$ cat src/rtl/mem_access_unit.sv
// Load/store initiator for a word-organised data memory: alignment/range checks,
// sub-word extraction with sign/zero extension, and read-modify-write for sub-word stores.
module mem_access_unit #(
  parameter int MEM_BYTES = 1024
) (
  input  logic        clock,
  input  logic        reset_n,
  input  logic        req,
  input  logic        wr,
  input  logic [1:0]  size,
  input  logic        unsigned_ld,
  input  logic [31:0] addr,
  input  logic [31:0] wdata,
  output logic        ready,
  output logic        done,
  output logic        err,
  output logic [31:0] rdata,
  output logic        mem_read,
  output logic        mem_write,
  output logic [31:0] mem_addr,
  output logic [31:0] mem_wdata,
  input  logic [31:0] mem_rdata
);

  localparam logic [31:0] LIMIT = 32'(MEM_BYTES);

  typedef enum logic [1:0] {S_IDLE, S_READ, S_WRITE, S_DONE} state_t;

  state_t      state_q;
  logic        wr_q;
  logic        uns_q;
  logic        err_q;
  logic [1:0]  size_q;
  logic [31:0] addr_q;
  logic [31:0] wdata_q;
  logic [31:0] buf_q;
  logic [31:0] rdata_q;
  logic [31:0] ld_d;
  logic [31:0] mwdata_d;

  function automatic logic req_error(input logic [1:0] sz, input logic [31:0] a);
    return (sz == 2'b11) || (sz == 2'b01 && a[0]) ||
           (sz == 2'b10 && a[1:0] != 2'b00) || (a >= LIMIT);
  endfunction

  function automatic logic [31:0] load_extract(input logic [31:0] w, input logic [1:0] sz,
                                               input logic [1:0] a, input logic u);
    logic [7:0]  b;
    logic [15:0] h;
    b = w[{a, 3'b000} +: 8];
    h = a[1] ? w[31:16] : w[15:0];
    case (sz)
      2'b00:   return u ? {24'h0, b} : {{24{b[7]}}, b};
      2'b01:   return u ? {16'h0, h} : {{16{h[15]}}, h};
      default: return w;
    endcase
  endfunction

  function automatic logic [31:0] store_merge(input logic [31:0] w, input logic [31:0] d,
                                              input logic [1:0] sz, input logic [1:0] a);
    logic [31:0] r;
    r = w;
    if (sz == 2'b00) begin
      r[{a, 3'b000} +: 8] = d[7:0];
    end else if (a[1]) begin
      r[31:16] = d[15:0];
    end else begin
      r[15:0] = d[15:0];
    end
    return r;
  endfunction

  assign ld_d     = load_extract(mem_rdata, size_q, addr_q[1:0], uns_q);
  assign mwdata_d = (size_q == 2'b10) ? wdata_q : store_merge(buf_q, wdata_q, size_q, addr_q[1:0]);

  always_ff @(posedge clock) begin
    if (!reset_n) begin
      state_q <= S_IDLE;
      wr_q    <= 1'b0;
      uns_q   <= 1'b0;
      err_q   <= 1'b0;
      size_q  <= 2'b00;
      addr_q  <= 32'h0;
      wdata_q <= 32'h0;
      buf_q   <= 32'h0;
      rdata_q <= 32'h0;
    end else begin
      case (state_q)
        S_IDLE: begin
          if (req) begin
            wr_q    <= wr;
            uns_q   <= unsigned_ld;
            size_q  <= size;
            addr_q  <= addr;
            wdata_q <= wdata;
            err_q   <= req_error(size, addr);
            // Only a full-word store skips the read; sub-word stores need the old word.
            if (req_error(size, addr)) begin
              state_q <= S_DONE;
            end else if (!wr || size != 2'b10) begin
              state_q <= S_READ;
            end else begin
              state_q <= S_WRITE;
            end
          end
        end
        S_READ: begin
          buf_q <= mem_rdata;
          if (!wr_q) begin
            rdata_q <= ld_d;
            state_q <= S_DONE;
          end else begin
            state_q <= S_WRITE;
          end
        end
        S_WRITE: state_q <= S_DONE;
        S_DONE:  state_q <= S_IDLE;
        default: state_q <= S_IDLE;
      endcase
    end
  end

  // Strobes gated by reset so a reset edge can never commit a write.
  assign ready     = (state_q == S_IDLE);
  assign done      = (state_q == S_DONE);
  assign err       = (state_q == S_DONE) && err_q;
  assign rdata     = rdata_q;
  assign mem_read  = (state_q == S_READ) && reset_n;
  assign mem_write = (state_q == S_WRITE) && reset_n;
  assign mem_addr  = {addr_q[31:2], 2'b00};
  assign mem_wdata = mwdata_d;

endmodule

$ cat config.mk
export PLATFORM = sky130hd
export DESIGN_NAME = mem_access_unit
export DESIGN_NICKNAME = d
export VERILOG_FILES = /design/src/rtl/mem_access_unit.sv
export SDC_FILE = /design/constraint.sdc
export NUM_CORES = 1
export LEC_CHECK = 0
export ABC_CLOCK_PERIOD_IN_PS = 2100
export BUFFER_PORTS_ARGS = -buffer_cell sky130_fd_sc_hd__clkbuf_2
export CAP_MARGIN = 20
export CELL_PAD_IN_SITES_DETAIL_PLACEMENT = 0
export CELL_PAD_IN_SITES_GLOBAL_PLACEMENT = 2
export CORE_ASPECT_RATIO = 2
export CORE_MARGIN = 5
export CORE_UTILIZATION = 30
export CTS_CLUSTER_DIAMETER = 60
export DETAILED_ROUTE_END_ITERATION = 6
export GPL_TIMING_DRIVEN = 1
export HOLD_SLACK_MARGIN = 0.12
export PLACE_DENSITY_LB_ADDON = 0.1
export SYNTH_ARGS = -nofsm -noshare
export SYNTH_HDL_FRONTEND = slang
export SYNTH_SLANG_ARGS = --single-unit
$ cat constraint.sdc
create_clock -name clock -period 2.1 [get_ports clock]
set_input_delay 0 -clock clock [delete_from_list [all_inputs] [get_ports clock]]
set_output_delay 0 -clock clock [all_outputs]
set_load 0.02 [all_outputs]
==> summary.txt <==
Status
  – Run status: finished, violations left
  – Violated checks: negative setup slack

Place
  – Cells after DPL: 1193
  – Port Buffers: 201
  – Gpl congestion: 0.832
  – Dpl ws: 0.162 ns
  – HPWL Detailed: 19.1 mm

Worst setup path
  – Most frequent CP cell: buf_6
  – Crit path launch: addr_q[1]
  – Worst EP arrival: 2.15 ns
  – Req. time, crit path: 2.10 ns
  – Endpoint class of the critical path: output port
  – Critical path cell sequence: buf_6 -> ha_2 -> nor4bb_4 -> buf_6 -> a221o_1 -> a21oi_1 -> a21oi_2 -> clkbuf_8
  – Slowest cell on crit path: dfxtp_2
  – Setup CP Type: flip-flop to output port
  – Beginning of the worst register-to-register path: state_q[0]
  – Max FO, Critical Path: 8
  – Critical path launch point type: flip-flop
  – Largest stage delay, worst path: 0.35 ns

Synthesis
  – Async SR Flop Fraction: 0%
  – Yosys cell types: 51
  – Most frequent cell after synthesis: nand2_1
  – Top_reg_cell synth: dfxtp_1
  – Top cells by area, synth: dfxtp_1, nand2_1, a21boi_0
  – #FFs+latches synth: 135
  – Post-synth EDFFs: 0
  – Leading area contributor after synthesis: dfxtp_1
  – Mapped Area: 6730 um^2
  – Ys Warns: 0
  – Most common library cells after synthesis: nand2_1, dfxtp_1, a21boi_0
  – Syn_area_per_cell: 8.59 um^2
  – Register area share after synthesis: 40.2%
  – Post-Synthesis Cells: 783
  – Area fraction of the dominant cell type after synthesis: 40.2%

STA
  – Fin Setup TNS: -0.133 ns
  – Hold Vio Cnt, Final: 0
  – Fin crit share: 103%
  – Final Critical Period: 2.15 ns
  – Max Clock Freq: 464 MHz
  – Clk_skew: 0.00749 ns
  – Setup WS post-layout: -0.0535 ns
  – RSZ-0062 raised after global routing: true
  – # setup viols final: 3
  – Slew HR: 60.6%
  – Worst slew pin tran: 0.591 ns
  – Slew Viols, Final: 0

Finish
  – Fin util: 44.2%
  – Nets: 1155
  – Share of post-route cells with drive strength above 1: 29.8%
  – N_diodes: 0
  – Layout area overhead: 45.6%
  – Non-Filler Instances: 1331

Min path
  – Hold Startpoint: wdata[7]
  – Hold WC Path Type: input port to flip-flop

Routing
  – Vias per cell: 4.91
  – Residual DRC count: 0
  – Via count: 6529
  – Routed wire length: 25.6 mm
  – Post-route ant nets: 0
  – 1st-pass router iterations: 6
  – Initial DRC count: 298
  – Routed wire length per instance: 19.3 um

CTS
  – Cts bufs inserted: 17
  – TritonCTS clock tree: done
  – Clk sinks: 135
  – Clk root buf: clkbuf_16
  – CTS Buffer Depth: 2
  – H-Tree Depth: 4
  – Clk Latency, worst-skew pair: 0.44 ns
  – Clock Pin Slew Worst Setup and Hold Paths: 0.06 ns

Power and ir drop
  – Combinational share of power: 42.1%
  – Sw frac: 38.5%
  – Part of the power in registers: 30.7%
  – Clock power share: 27.2%
  – Internal power: 7.40 mW
  – Total Power: 12.0 mW
  – Switching power total: 4.63 mW
  – Pwr/cell area: 1230 nW/um^2
  – Static leakage: 3.92 nW
  – Peak supply drop: 766 uV

GRT
  – GR Util All Layers: 19.9%
  – Busiest grt layer: met2
  – Largest net degree at the start of global routing: 67
  – Initial antenna violation count: 0
  – Global-route wire length before repair: 38.6 mm
  – GR Util met3: 5.63%
  – Total gr overflow: 0
  – M2 GR Usage: 36.7%
  – Vias in the first global route: 6786
  – M1 GR Usage: 20.2%

Floorplan
  – Die height: 222 um
  – Row cnt: 77
  – Initial core utilization: 30.4%
  – Total I/O pin count: 204
  – Core ar.: 22200 um^2
  – Die width: 116 um
  – Die area: 25700 um^2

Flow run
  – Max Cap Viol: 0
layout by cell type, fill, tap and decap left out, types with 4 or more instances in the layout:
| cell | count |
|---|---|
| ha_4 | 4 |
| nor2b_1 | 34 |
| o21ai_0 | 31 |
| mux2_2 | 7 |
| clkbuf_16 | 17 |
| a22o_1 | 8 |
| clkbuf_2 | 180 |
| inv_1 | 6 |
| a21oi_2 | 9 |
| buf_4 | 34 |
| dfxtp_1 | 132 |
| o211ai_1 | 9 |
| a21boi_0 | 68 |
| a221o_1 | 4 |
| a21oi_1 | 35 |
| nor3b_1 | 12 |
| buf_6 | 5 |
| bufinv_16 | 4 |
| a221oi_1 | 10 |
| clkbuf_8 | 7 |
| buf_2 | 4 |
| nor4_1 | 5 |
| a22oi_1 | 7 |
| a222oi_1 | 7 |
| buf_12 | 5 |
| nand3b_1 | 8 |
| dlygate4sd3_1 | 104 |
| nor2_1 | 6 |
| mux2i_1 | 50 |
| nand2_1 | 169 |
| a211oi_2 | 8 |
| nand2b_1 | 5 |
| a211oi_1 | 4 |
per-layer routing:
| metal | wire length (um) | share of wire (%) |
|---|---|---|
| met2 | 13800 | 54 |
| met1 | 9350 | 36 |
| met5 | 0 | 0 |
| met4 | 1020 | 4.0 |
| met3 | 1510 | 5.9 |
through the flow:
step | hold slack, ns | area (um^2)
2_1_floorplan | 0.143 | 6730
3_3_place_gp | 0.235 | 7830
3_5_place_dp | 0.241 | 7830
4_1_cts | 0.319 | 9670
5_1_grt | 0.348 | 9800
6_report | 0.345 | 9800
worst paths after layout:
kind | to | slack (ns) | depth (start not counted)
max | mem_wdata[21] | -0.05 | 8
min reg2reg | wdata_q[19] | 0.46 | 2
min | wdata_q[7] | 0.35 | 4
max reg2reg | wr_q | 0.19 | 7
sequential cells by signal, summed over array words and instances (netlist names):
| name | flops |
|---|---|
| wr_q | 1 |
| addr_q | 32 |
| rdata | 32 |
| buf_q | 32 |
| uns_q | 1 |
| err_q | 1 |
| size_q | 2 |
| state_q | 2 |
| wdata_q | 32 |
kinds of logic (layout without fill, tap and decap cells):
kind of cell               count (synthesis)  count (layout)  synth area share [%]
and+or+nand+nor                          260             260                  18.5
AOI/OAI and AO/OA                        218             218                  22.7
DFF                                      135             135                  40.2
buffers and inverters                    102             373                  8.15
muxes                                     58              58                  8.82
adders and majority gates                  9               9                  1.67
other                                      1               2                0.0558
cell type report:
cell class                 instances  area [um^2]
clock inverter                     7          140
inverter                           8         35.0
clock buffer                      24          502
fill                            2241        12400
timing repair buffer             334         2400
tap                              276          345
sequential                       135         2710
multi-input combinational        547         3660
timing repair:
action	4_1_cts	5_1_grt
buffers inserted	2	1
pin swaps	13	7
resized for setup	38	48
endpoints found under the hold margin	134	0
hold buffers	104	0
endpoints found under the setup margin	32	33
cloned	0	0
power by group through the flow:
stage | Sequential (mW) | Clock, mW | Combinational, mW
floorplan | 3.87 | 0 | 2.91
global placement | 3.72 | 0 | 4.56
detailed placement | 3.73 | 0 | 4.61
CTS | 3.69 | 3.37 | 4.96
global route | 3.77 | 3.47 | 5.53
finish | 3.69 | 3.28 | 5.06
worst max-delay path: cells and delay by family, from the launching register on:
family	cells	cell delay, ns
fa+ha+maj	1	0.16
flops	1	0.35
simple gates	1	0.30
compound gates	3	0.42
buf+inv	3	0.48
No activity file was read; power rests on OpenSTA's default activity.
